File: src/rtl/uart_rx_frontend_pkg.sv
// -----------------------------------------------------------------------------
// Definitions_Package
// Purpose : shared types and constants for the UART receive front end.
//           - word_lenght_t : one received data byte
//           - rx_state_t    : receiver state encoding
//           - DEF_OVS_DIV / DEF_OVS_RATE : default oversample settings
//             (50 MHz clock, 115200 baud, 16x oversampling)
//           - even_parity() : parity helper used by the optional parity check
// Build option: define UART_RX_PARITY_EN to add the PARITY state.
// -----------------------------------------------------------------------------
package Definitions_Package;

    typedef logic [7:0] word_lenght_t;

    localparam int unsigned DEF_OVS_DIV  = 32'd27;
    localparam int unsigned DEF_OVS_RATE = 32'd16;

`ifdef UART_RX_PARITY_EN
    typedef enum logic [2:0] {
        ST_IDLE      = 3'd0,
        ST_START     = 3'd1,
        ST_DATA      = 3'd2,
        ST_STOP      = 3'd3,
        ST_WAIT_HIGH = 3'd4,
        ST_PARITY    = 3'd5
    } rx_state_t;
`else
    typedef enum logic [2:0] {
        ST_IDLE      = 3'd0,
        ST_START     = 3'd1,
        ST_DATA      = 3'd2,
        ST_STOP      = 3'd3,
        ST_WAIT_HIGH = 3'd4
    } rx_state_t;
`endif

    // Even parity: the parity bit that makes the total count of ones even.
    function automatic logic even_parity(input word_lenght_t data);
        return ^data;
    endfunction

endpackage

File: src/rtl/uart_rx_frontend_baud_tick.sv
// -----------------------------------------------------------------------------
// uart_baud_tick
// Purpose : free-running divider producing a one-clk oversample tick every
//           OVS_DIV clocks. 'restart' zeroes the divider so that sampling
//           phase is aligned to a detected start edge.
// Ports   : clk     - system clock (rising edge)
//           rst     - asynchronous active-low reset
//           restart - synchronous divider restart
//           tick    - registered one-clk oversample strobe
// -----------------------------------------------------------------------------
module uart_baud_tick
    import Definitions_Package::*;
#(
    parameter int unsigned OVS_DIV = DEF_OVS_DIV
) (
    input  logic clk,
    input  logic rst,
    input  logic restart,
    output logic tick
);

    localparam int unsigned   CW       = (OVS_DIV > 32'd1) ? $clog2(OVS_DIV) : 32'd1;
    localparam logic [CW-1:0] CNT_LAST = CW'(OVS_DIV - 32'd1);

    logic [CW-1:0] cnt_q;
    logic [CW-1:0] cnt_d;
    logic          tick_q;
    logic          tick_d;

    // Divider next-state: wrap at OVS_DIV-1 and flag the tick on the wrap.
    always_comb begin
        cnt_d  = cnt_q;
        tick_d = 1'b0;
        if (restart) begin
            cnt_d = '0;
        end else if (cnt_q == CNT_LAST) begin
            cnt_d  = '0;
            tick_d = 1'b1;
        end else begin
            cnt_d = cnt_q + CW'(1);
        end
    end

    // Divider and tick registers.
    always_ff @(posedge clk or negedge rst) begin
        if (!rst) begin
            cnt_q  <= '0;
            tick_q <= 1'b0;
        end else begin
            cnt_q  <= cnt_d;
            tick_q <= tick_d;
        end
    end

    assign tick = tick_q;

endmodule

File: src/rtl/uart_rx_frontend.sv
// -----------------------------------------------------------------------------
// uart_rx_frontend
// Purpose : 16x-oversampled UART receiver (8 data bits, LSB first, 1 stop).
//           Delivers each correctly framed byte on REC_DATA with a one-clk
//           REC_DONE strobe; a low stop bit gives a one-clk FRAME_ERR and the
//           receiver then waits for the line to return high.
// Ports   : clk        - system clock (rising edge)
//           rst        - asynchronous active-low reset
//           RX         - serial input, idle high, asynchronous
//           REC_DATA   - last correctly received byte
//           REC_DONE   - one-clk strobe, REC_DATA valid
//           FRAME_ERR  - one-clk strobe, stop bit sampled low
//           PARITY_ERR - one-clk strobe, even-parity mismatch (option only)
//           BUSY       - receiver not idle
// Build option: UART_RX_PARITY_EN adds an even-parity bit before the stop bit.
// -----------------------------------------------------------------------------
module uart_rx_frontend
    import Definitions_Package::*;
#(
    parameter int unsigned OVS_DIV  = DEF_OVS_DIV,
    parameter int unsigned OVS_RATE = DEF_OVS_RATE
) (
    input  logic         clk,
    input  logic         rst,
    input  logic         RX,
    output word_lenght_t REC_DATA,
    output logic         REC_DONE,
    output logic         FRAME_ERR,
`ifdef UART_RX_PARITY_EN
    output logic         PARITY_ERR,
`endif
    output logic         BUSY
);

    localparam int unsigned   TW        = (OVS_RATE > 32'd1) ? $clog2(OVS_RATE) : 32'd1;
    localparam logic [TW-1:0] TICK_MID  = TW'(OVS_RATE / 32'd2 - 32'd1);
    localparam logic [TW-1:0] TICK_LAST = TW'(OVS_RATE - 32'd1);

    logic          rx_meta_q;
    logic          rx_sync_q;
    logic          rx_prev_q;
    logic          fall_s;
    logic          restart_s;
    logic          tick_s;

    rx_state_t     state_q,    state_d;
    logic [TW-1:0] tick_cnt_q, tick_cnt_d;
    logic [2:0]    bit_cnt_q,  bit_cnt_d;
    word_lenght_t  shift_q,    shift_d;
    word_lenght_t  data_q,     data_d;
    logic          done_q,     done_d;
    logic          ferr_q,     ferr_d;
`ifdef UART_RX_PARITY_EN
    logic          par_bit_q,  par_bit_d;
    logic          perr_q,     perr_d;
    logic          par_bad_s;
`endif

    uart_baud_tick #(
        .OVS_DIV (OVS_DIV)
    ) u_baud_tick (
        .clk     (clk),
        .rst     (rst),
        .restart (restart_s),
        .tick    (tick_s)
    );

    // Two-flop synchronizer plus one history flop for falling-edge detection.
    always_ff @(posedge clk or negedge rst) begin
        if (!rst) begin
            rx_meta_q <= 1'b1;
            rx_sync_q <= 1'b1;
            rx_prev_q <= 1'b1;
        end else begin
            rx_meta_q <= RX;
            rx_sync_q <= rx_meta_q;
            rx_prev_q <= rx_sync_q;
        end
    end

    assign fall_s = rx_prev_q & ~rx_sync_q;

`ifdef UART_RX_PARITY_EN
    assign par_bad_s = (even_parity(shift_q) != par_bit_q);
`endif

    // Receiver next-state and strobe logic. Each bit is sampled when the
    // tick counter reaches its target; START waits half a bit, later bits a
    // whole bit, which places every sample at mid-bit.
    always_comb begin
        state_d    = state_q;
        tick_cnt_d = tick_cnt_q;
        bit_cnt_d  = bit_cnt_q;
        shift_d    = shift_q;
        data_d     = data_q;
        done_d     = 1'b0;
        ferr_d     = 1'b0;
        restart_s  = 1'b0;
`ifdef UART_RX_PARITY_EN
        par_bit_d  = par_bit_q;
        perr_d     = 1'b0;
`endif
        case (state_q)
            ST_IDLE: begin
                if (fall_s) begin
                    state_d    = ST_START;
                    restart_s  = 1'b1;
                    tick_cnt_d = '0;
                    bit_cnt_d  = 3'd0;
                end else begin
                    state_d = ST_IDLE;
                end
            end
            ST_START: begin
                if (tick_s && (tick_cnt_q == TICK_MID)) begin
                    tick_cnt_d = '0;
                    // A line that is high again at mid-start was only a glitch.
                    state_d    = rx_sync_q ? ST_IDLE : ST_DATA;
                end else if (tick_s) begin
                    tick_cnt_d = tick_cnt_q + TW'(1);
                end else begin
                    tick_cnt_d = tick_cnt_q;
                end
            end
            ST_DATA: begin
                if (tick_s && (tick_cnt_q == TICK_LAST)) begin
                    tick_cnt_d = '0;
                    shift_d    = {rx_sync_q, shift_q[7:1]};
                    bit_cnt_d  = bit_cnt_q + 3'd1;
                    if (bit_cnt_q == 3'd7) begin
`ifdef UART_RX_PARITY_EN
                        state_d = ST_PARITY;
`else
                        state_d = ST_STOP;
`endif
                    end else begin
                        state_d = ST_DATA;
                    end
                end else if (tick_s) begin
                    tick_cnt_d = tick_cnt_q + TW'(1);
                end else begin
                    tick_cnt_d = tick_cnt_q;
                end
            end
`ifdef UART_RX_PARITY_EN
            ST_PARITY: begin
                if (tick_s && (tick_cnt_q == TICK_LAST)) begin
                    tick_cnt_d = '0;
                    par_bit_d  = rx_sync_q;
                    state_d    = ST_STOP;
                end else if (tick_s) begin
                    tick_cnt_d = tick_cnt_q + TW'(1);
                end else begin
                    tick_cnt_d = tick_cnt_q;
                end
            end
`endif
            ST_STOP: begin
                if (tick_s && (tick_cnt_q == TICK_LAST)) begin
                    tick_cnt_d = '0;
                    if (!rx_sync_q) begin
                        // Framing error wins over any parity error.
                        ferr_d  = 1'b1;
                        state_d = ST_WAIT_HIGH;
`ifdef UART_RX_PARITY_EN
                    end else if (par_bad_s) begin
                        perr_d  = 1'b1;
                        state_d = ST_IDLE;
`endif
                    end else begin
                        done_d  = 1'b1;
                        data_d  = shift_q;
                        state_d = ST_IDLE;
                    end
                end else if (tick_s) begin
                    tick_cnt_d = tick_cnt_q + TW'(1);
                end else begin
                    tick_cnt_d = tick_cnt_q;
                end
            end
            ST_WAIT_HIGH: begin
                // A held break must not look like a stream of new start bits.
                if (rx_sync_q) begin
                    state_d = ST_IDLE;
                end else begin
                    state_d = ST_WAIT_HIGH;
                end
            end
            default: begin
                state_d = ST_IDLE;
            end
        endcase
    end

    // Receiver state, counters, data and strobe registers.
    always_ff @(posedge clk or negedge rst) begin
        if (!rst) begin
            state_q    <= ST_IDLE;
            tick_cnt_q <= '0;
            bit_cnt_q  <= 3'd0;
            shift_q    <= 8'h00;
            data_q     <= 8'h00;
            done_q     <= 1'b0;
            ferr_q     <= 1'b0;
`ifdef UART_RX_PARITY_EN
            par_bit_q  <= 1'b0;
            perr_q     <= 1'b0;
`endif
        end else begin
            state_q    <= state_d;
            tick_cnt_q <= tick_cnt_d;
            bit_cnt_q  <= bit_cnt_d;
            shift_q    <= shift_d;
            data_q     <= data_d;
            done_q     <= done_d;
            ferr_q     <= ferr_d;
`ifdef UART_RX_PARITY_EN
            par_bit_q  <= par_bit_d;
            perr_q     <= perr_d;
`endif
        end
    end

    assign REC_DATA   = data_q;
    assign REC_DONE   = done_q;
    assign FRAME_ERR  = ferr_q;
    assign BUSY       = (state_q != ST_IDLE);
`ifdef UART_RX_PARITY_EN
    assign PARITY_ERR = perr_q;
`endif

endmodule

File: config.mk
export PLATFORM = sky130hd
export DESIGN_NAME = uart_rx_frontend
export DESIGN_NICKNAME = d
export VERILOG_FILES = /design/src/rtl/uart_rx_frontend_pkg.sv /design/src/rtl/uart_rx_frontend_baud_tick.sv /design/src/rtl/uart_rx_frontend.sv
export SDC_FILE = /design/constraint.sdc
export NUM_CORES = 1
export LEC_CHECK = 0
export CORE_ASPECT_RATIO = 0.5
export CORE_UTILIZATION = 35
export DETAILED_ROUTE_END_ITERATION = 12
export PLACE_DENSITY = 0.65
export SLEW_MARGIN = 20
export SYNTH_ARGS = -nofsm -noshare
export SYNTH_HDL_FRONTEND = slang
export SYNTH_SLANG_ARGS = --single-unit
File: constraint.sdc
create_clock -name clk -period 2.1 [get_ports clk]
set_clock_uncertainty 0.2 [all_clocks]
set_input_delay 0.42 -clock clk [delete_from_list [all_inputs] [get_ports clk]]
set_output_delay 0.42 -clock clk [all_outputs]
set_load 0.005 [all_outputs]
==> results of run 1 <==
metrics by stage:
stage | total power [W] | hold WS [ns]
5_1_grt | 0.00169 | 0.170
4_1_cts | 0.00161 | 0.159
3_5_place_dp | 0.00106 | 0.149
3_3_place_gp | 0.00105 | 0.147
2_1_floorplan | 0.00100 | -0.0756
6_report | 0.00158 | 0.159
where the power goes:
| group | switching, W | leakage (nW) | internal, W |
|---|---|---|---|
| registers | 0.0000717 | 0.488 | 0.000791 |
| logic | 0.0000922 | 0.384 | 0.0000879 |
| clock network | 0.000245 | 0.0542 | 0.000296 |
| total | 0.000409 | 0.927 | 0.00118 |
synth_stat cells (2+ instances only):
master and n:
sky130_fd_sc_hd__ha_1 5, sky130_fd_sc_hd__o21ai_0 5, sky130_fd_sc_hd__dfrtp_1 34, sky130_fd_sc_hd__inv_1 3, sky130_fd_sc_hd__o21bai_1 2, sky130_fd_sc_hd__buf_2 2
sky130_fd_sc_hd__dfstp_2 3, sky130_fd_sc_hd__a21oi_1 3, sky130_fd_sc_hd__nand4b_1 2, sky130_fd_sc_hd__xnor2_1 2, sky130_fd_sc_hd__mux2_2 9, sky130_fd_sc_hd__a22o_1 2
sky130_fd_sc_hd__nand3_1 3, sky130_fd_sc_hd__xor2_1 2, sky130_fd_sc_hd__nand2_1 29, sky130_fd_sc_hd__nor2_1 13, sky130_fd_sc_hd__buf_4 2
worst reg2reg max path, delay by kind of cell, from the launching register on:
family,cells,cell delay [ns]
and+or+nand+nor,3,0.62
DFF,1,0.42
adders and majority gates,1,0.24
muxes,1,0.37
worst paths after layout:
path,from,end,slack (ns),cells after the start
min,rx_meta_q$_DFF_PN1_,rx_sync_q$_DFF_PN1_,0.16,0
min reg2reg,rx_meta_q$_DFF_PN1_,rx_sync_q$_DFF_PN1_,0.16,0
max in group asynchronous,rst,state_q[0]$_DFFE_PN0P_,0.86,3
min in group asynchronous,rst,u_baud_tick.cnt_q[2]$_DFF_PN0_,0.50,3
max,state_q[2]$_DFFE_PN0P_,BUSY,0.12,2
max reg2reg,tick_cnt_q[0]$_DFFE_PN0P_,REC_DATA[6]$_DFFE_PN0P_,0.14,5
registers in the layout, summed over array words and instances (netlist names), 3 cells and up:
signal             flops
state_q                3
bit_cnt_q              3
tick_cnt_q             4
shift_q                8
u_baud_tick.cnt_q      5
REC_DATA               8
metal layers:
layer | routed length, um | GRT usage (%) | vias up | part of all wire, %
li1 | - | - | 512 | -
met1 | 1380 | 17.8 | 504 | 51
met2 | 1130 | 19.4 | 21 | 42
met3 | 103 | 3.44 | 9 | 3.8
met4 | 98 | 10.9 | 0 | 3.6
met5 | 0 | 0 | - | 0
placed cells by master, fill, tap and decap left out, types with 2 or more instances in the layout:
master,instances
sky130_fd_sc_hd__dfrtp_1,33
sky130_fd_sc_hd__clkbuf_8,7
sky130_fd_sc_hd__xnor2_1,2
sky130_fd_sc_hd__clkdlybuf4s50_1,11
sky130_fd_sc_hd__inv_1,3
sky130_fd_sc_hd__nand4b_1,2
sky130_fd_sc_hd__dfstp_2,3
sky130_fd_sc_hd__ha_1,5
sky130_fd_sc_hd__xor2_1,2
sky130_fd_sc_hd__o21bai_1,2
sky130_fd_sc_hd__nor2_1,13
sky130_fd_sc_hd__a22o_1,2
sky130_fd_sc_hd__nand2_1,29
sky130_fd_sc_hd__nand3_1,3
sky130_fd_sc_hd__mux2_2,9
sky130_fd_sc_hd__o21ai_0,5
sky130_fd_sc_hd__buf_4,5
sky130_fd_sc_hd__a21oi_1,3
layout make-up:
class	count	area [um2]	area share [%]
clock buffer	7	96.3	5.12
clock inverter	1	5.00	0.266
inverter	3	11.3	0.598
multi-input combinational	94	599	31.8
sequential	37	931	49.5
tap	54	67.6	3.59
timing repair buffer	19	171	9.11
timing repair:
action	in CTS	in global routing
setup endpoints to repair	1	1
gates cloned	0	0
endpoints found under the hold margin	34	0
resized for setup	2	1
setup buffers	1	0
hold buffers	1	0
cell families (layout without fill, tap and decap cells):
logic type / after synthesis / after routing / synth area share, %
buffers and inverters: 8 / 30 / 2.55
muxes: 10 / 10 / 7.10
and+or+nand+nor: 57 / 57 / 17.4
adders and majority gates: 5 / 5 / 3.99
xor gates and xnor gates: 4 / 4 / 2.24
DFF: 37 / 37 / 59.3
AOI/OAI and AO/OA: 18 / 18 / 7.42
==> results.md, run 1 <==
Outcome:
- The flow ran to the end, and the final reports show no timing, DRC or antenna violations.

Yosys:
- The most used flip-flop cell after synthesis is sky130_fd_sc_hd__dfrtp_1.
- The post-synthesis cell area is between 0.0015 and 0.002 mm2.
- Yosys mapped a number of flops with a built-in enable equal to 0.
- The number of storage elements in the synthesis netlist is 37.
- The yosys synthesis warning count is 0.
- The synthesized net count is ~150.
- The post-synthesis cell type count is 35.
- By area the synthesized netlist is led by sky130_fd_sc_hd__dfrtp_1 (54%), sky130_fd_sc_hd__nand2_1 (6.9%), sky130_fd_sc_hd__mux2_2 (6.5%), sky130_fd_sc_hd__dfstp_2 (5.0%), sky130_fd_sc_hd__ha_1 (4.0%).
- The share of synthesized registers carrying an async set or reset is 100%.
- The sequential-to-total area share from yosys stat is approximately three fifths.
- Synthesis handed over a netlist of between 100 and 150 instances.
- The largest area contributor in the netlist is sky130_fd_sc_hd__dfrtp_1.
- The top-area cell type share of the netlist area is a little over half.
- In this run the mean area of a mapped cell was between 10 and 15 um2.

STA:
- For the final routed database, the setup TNS stands at 0 ns.
- The highest clock frequency the design can meet is about 0.5 GHz.
- Setup violations remaining at the end of the flow were counted as 0.
- The routed design could run at a clock period as short as roughly 2.0 ns.
- The count of endpoints failing hold in the final timing report is 0.
- In the post-route analysis, the smallest setup slack over all paths is between 0.1 and 0.15 ns.
- The transition at the pin with the smallest max-transition slack is about 0.46 ns.
- Of the available clock period, the critical path in the final layout requires between 90% and 100%.
- Setup repair after global routing left no endpoint under its margin.
- The relative slew slack is 69.4%.
- The number of slew-limit violations in the final report is 0.

Drt:
- The detailed-routing iteration count for the pre-antenna-repair pass is 4.
- The detail route stage leaves a number of antenna-violating nets equal to 0.
- The mean routed wirelength per cell is approximately 13 um.
- Across all layers, the routed design uses approximately 1.0k vias.
- The initial detailed-routing violation count is 87.
- The number of DRC violations after detailed routing is 0.
- The final layout contains routed wiring with a total length of 2.72 mm.
- Using the TritonRoute via totals, the vias-per-cell ratio works out to 4.87.

Cells and area:
- For this run, the share of the core covered by cells in the final layout is between 40% and 50%.
- The final cell count without fillers is 215.
- The repair_antennas step left the layout with diodes totalling 0.
- The fill cell instance count of the final layout is about 390.
- The final-stage net count is 168.
- The relative area change from synthesis to final layout is 20.0%.
- The post-route cell area is between 0.0015 and 0.002 mm2.
- In the final layout, the share of cells above drive strength 1 is between 10% and 20%.

Die:
- The floorplan step set the die height to 49.3 um.
- The die covers around 0.0048 mm2.
- The horizontal die dimension is about 97 um.
- The region available for standard cell placement spans 0.00408 mm2.
- For this design the top-level I/O count stands at 14.
- The number of rows created at floorplan is 16.
- The initial utilization of the core area, before any placement, comes to 38.4%.

GRT:
- The via count of the first global-routing pass is around 1.1k.
- The first global-routing pass estimated roughly 4.9 mm of wire.
- The pin count of the biggest net entering global routing is 38.
- The total routing usage reported by global routing is approximately 14%.
- Global routing finished with a remaining overflow of 0.
- The number of antenna violations at the first check in global routing is 0.

Worst setup path:
- The critical path data required time is around 1.5 ns.
- Along the worst path, the maximum fanout reaches 3.
- The signal arrival time at the worst endpoint is between 1 and 1.5 ns.
- Traced cell by cell, the critical path runs through or3_1 > dlygate4sd2_1.
- The family with the most delay on the worst path is simple AND/OR/NAND/NOR gates.
- The critical path buffer and inverter count is 1.
- The worst setup path is launched from a register.
- The critical path is of the register to primary output type.
- The sort of element at the end of the critical path is a primary output.
- The largest single stage delay on the critical path is around 0.41 ns.
- For this design, the slowest cell found on the critical path is sky130_fd_sc_hd__or3_1.

CTS:
- The clock input transition at the sequential cells of the worst setup and hold paths is roughly 0.070 ns.
- The TritonCTS clock tree is done.
- The number of levels the H-tree was split into is 2.
- The number of sinks handled by clock tree synthesis is 37.
- The worst-case clock buffer depth is 2.
- The cell sitting at the root of the clock tree is a sky130_fd_sc_hd__clkbuf_8.
- The CTS buffer count is 5.
- The clock reaches the later pin of the worst-skew pair after approximately 0.29 ns.

Power and ir drop:
- Dividing total power by cell area gives a power density of 842 mW/mm2.
- Across the VDD grid, the largest voltage drop is between 0.3 and 0.4 mV.
- The leakage power of the design is about 0.93 nW.

Placed design:
- The number of input and output port buffers inserted is 13.
- The instance area after placement is between 0.0015 and 0.002 mm2.
- Detailed placement finished with a half-perimeter wire length of 1.80 mm.
- Before CTS, the worst setup slack after placement is roughly 0.15 ns.
- After detailed placement, the design holds a cell count of between 200 and 250.
- The weighted congestion at the end of routability-driven global placement is 0.774.

Run:
- The tool flagged a number of max-cap violations equal to 0.

Min path:
- The classification of the worst-slack hold path is register to register.
Note: power is estimated with default switching activity, not from simulation.
==> run 2: changes to the inputs <==
--- a/config.mk
+++ b/config.mk
@@ -8,7 +8,7 @@
 export CORE_ASPECT_RATIO = 0.5
 export CORE_UTILIZATION = 35
 export DETAILED_ROUTE_END_ITERATION = 12
-export PLACE_DENSITY = 0.65
+export DONT_BUFFER_PORTS = 1
 export SLEW_MARGIN = 20
 export SYNTH_ARGS = -nofsm -noshare
 export SYNTH_HDL_FRONTEND = slang
==> constraint.sdc (replaced) <==
create_clock -name clk -period 1.74 [get_ports clk]
set_clock_uncertainty 0.2 [all_clocks]
set_input_delay 0.348 -clock clk [delete_from_list [all_inputs] [get_ports clk]]
set_output_delay 0.348 -clock clk [all_outputs]
set_load 0.005 [all_outputs]
==> results.md, run 2 (same netlist as run 1, synthesis figures left out) <==
STA:
- The count of endpoints failing hold in the final timing report is 0.
- The tightest hold margin is between 0.15 and 0.2 ns.
- The number of slew-limit violations in the final report was 0.
- The transition at the pin with the smallest max-transition slack is around 0.35 ns.
- Derived from the worst setup path, the maximum achievable clock frequency is about 0.57 GHz.
- The relative slew slack is 76.8%.
- The final-report setup violation count is 1.
- The final period demand of the worst path is 1.76 ns.
- Once routing completed, OpenROAD measured the worst setup slack at -0.0216 ns.
- The part of the cycle the worst path needs is 101%.
- Setup repair after global routing could not meet its margin everywhere.

CTS:
- The CTS buffer count is 5.
- TritonCTS built the clock tree.
- The tree is rooted in a sky130_fd_sc_hd__clkbuf_8.
- Clock-pin slew was measured on the worst setup and hold paths at around 0.070 ns.
- Clock tree synthesis found a total of 37 sinks.
- The number of levels the H-tree was split into is 2.
- The worst-case clock buffer depth is 2.
- The clock latency of the later-clocked register in the worst-skew pair is 0.30 ns.

Worst setup path:
- For the worst flop-to-flop path, the logic depth is 5.
- The worst setup path is captured at a primary output.
- Walking the worst path, the cells encountered are or3_4 > buf_6.
- The slowest stage cell on the critical path is sky130_fd_sc_hd__dfrtp_1.
- The launching element of the worst setup path is state_q[1]$_DFFE_PN0P_.
- The capture point of the worst reg-to-reg path is REC_DATA[7]$_DFFE_PN0P_.
- The element type at the critical path start is a register.
- The worst register-to-register path has a setup slack of ~0.010 ns.
- The delay of the slowest cell on the worst path is roughly 0.4 ns.
- The source of the worst register-to-register timing path is tick_cnt_q[1]$_DFFE_PN0P_.
- The critical path in this run is classified as register to primary output.
- Following the worst setup path forward leads to its endpoint at BUSY.
- The signal arrival time at the worst endpoint is between 1 and 1.5 ns.
- The critical path data required time is between 1 and 1.5 ns.
- The maximum fanout count along the critical path is 3.

Power and ir drop:
- For this design the ratio of total power to cell area is between 900 and 1000 mW/mm2.
- The total power is between 0.0015 and 0.002 W.
- The leakage power of the design is 0.994 nW.
- IR analysis of the VDD net gives a maximum drop of between 0.3 and 0.4 mV.

Drt:
- The average via count per standard cell is between 5 and 6.
- The total detailed-routing wirelength is around 2.9 mm.
- The count of nets left with antenna violations once routing finished came out at 0.
- The number of DRC violations after detailed routing is 0.
- Across all layers, the routed design uses approximately 1.1k vias.
- The detailed-routing iteration count for the pre-antenna-repair pass is 4.
- In the final routed layout, each cell accounts on average for around 13 um.
- After the first detailed-routing iteration, the DRC count stood at 60.

Cells and area:
- The fill cell instance count of the final layout is 366.
- The post-route cell area is about 0.002 mm2.
- Once layout is complete, the utilization of the core stands at approximately 48%.
- The library cell used most frequently in the layout, excluding fill and tap cells, is sky130_fd_sc_hd__dfrtp_1.
- The number of antenna diodes in the final layout is 0.
- The final-stage net count is 172.
- The top cell types in the final layout, fill and taps aside, are sky130_fd_sc_hd__dfrtp_1 (34), sky130_fd_sc_hd__nand2_1 (29), sky130_fd_sc_hd__buf_4 (18), sky130_fd_sc_hd__nor2_1 (13), sky130_fd_sc_hd__mux2_4 (8).
- The relative area change from synthesis to final layout is 24.0%.
- The share of final-layout standard cells stronger than drive strength 1 is between 20% and 30%.

Placed design:
- The instance area after placement is 0.00177 mm2.
- The weighted congestion at the end of routability-driven global placement is 0.854.
- The wire-length estimate of the detail-placed layout is 2.00 mm.
- The number of input and output port buffers inserted is 0.

GRT:
- The via count of the first global-routing pass is around 1.2k.
- The total routing usage reported by global routing is around 14%.
- The global-route wire length before repair is roughly 5.3 mm.
- Entering global routing, the biggest net connects 38 pins.
- The number of antenna violations at the first check in global routing is 0.
- For this run the aggregate overflow at the end of global routing stands at 0.

Die:
- The total area inside the core boundary comes to between 0.004 and 0.005 mm2.
- The die covers 0.00477 mm2.
- The horizontal die dimension is between 90 and 100 um.
- The initialized floorplan defines 16 standard-cell rows.
- Measured along the y axis, the die boundary spans 49.3 um.
- For this configuration, the core starts out at a cell density of between 30% and 40%.
- The I/O pin total is 14.

Run:
- The tool flagged a number of max-cap violations equal to 0.

Outcome:
- The run finished, with violations left.
- The final reports fail on setup timing.

Min path:
- The classification of the worst-slack hold path is register to register.
run 2: report_power, final:
part | switching (W) | internal [W] | total [W]
Combinational | 0.000135 | 0.000141 | 0.000276
Clock | 0.000311 | 0.000276 | 0.000587
Sequential | 0.0000774 | 0.000955 | 0.00103
Total | 0.000524 | 0.00137 | 0.00190
run 2: worst min path at each step:
stage,from,end,slack (ns),depth (start not counted)
2_1_floorplan,rst,FRAME_ERR$_DFF_PN0_,-0.15,0
6_report,rx_meta_q$_DFF_PN1_,rx_sync_q$_DFF_PN1_,0.16,0
4_1_cts,rx_meta_q$_DFF_PN1_,rx_sync_q$_DFF_PN1_,0.16,0
3_3_place_gp,rst,u_baud_tick.cnt_q[0]$_DFF_PN0_,-0.15,0
3_5_place_dp,rst,u_baud_tick.cnt_q[0]$_DFF_PN0_,-0.15,0
5_1_grt,rx_meta_q$_DFF_PN1_,rx_sync_q$_DFF_PN1_,0.16,0
run 2: repair_timing:
action | 4_1_cts | 5_1_grt
gates resized for setup | 3 | 2
setup endpoints to repair | 10 | 12
hold buffers | 3 | 0
hold endpoints to repair | 38 | 0
gates cloned | 1 | 0
pin swaps | 1 | 3
buffers inserted | 2 | 1
run 2: per-stage QoR:
step	worst slack, ns	TNS (ns)	instances
6_report	-0.0216	-0.0216	219
5_1_grt	-0.0530	-0.297	219
4_1_cts	-0.0325	-0.0325	218
3_5_place_dp	-0.0178	-0.0795	205
3_3_place_gp	0.000829	0	205
2_1_floorplan	-0.0913	-0.730	139
run 2: worst max-delay path, delay by kind of cell (launching register included):
kind | cells | cell delay, ns
buf+inv | 1 | 0.13
flops | 1 | 0.40
simple gates | 1 | 0.39
run 2: cell type report:
cell class / instances / area [um2] / area share (%)
Clock buffer: 5 / 68.8 / 3.54
Timing Repair Buffer: 22 / 186 / 9.59
Sequential cell: 37 / 930 / 47.8
Clock inverter: 3 / 17.5 / 0.901
Inverter: 3 / 11.3 / 0.579
Multi-Input combinational cell: 95 / 663 / 34.1
Tap cell: 54 / 67.6 / 3.47
run 2: layer usage:
| metal | up-vias | share of wire, % | GRT usage (%) | wire length, um |
|---|---|---|---|---|
| li1 | 523 | - | - | - |
| met1 | 557 | 46 | 16.6 | 1360 |
| met2 | 25 | 47 | 23.9 | 1390 |
| met3 | 7 | 4.1 | 5.16 | 120 |
| met4 | 0 | 2.2 | 7.96 | 65 |
| met5 | - | 0 | 0 | 0 |
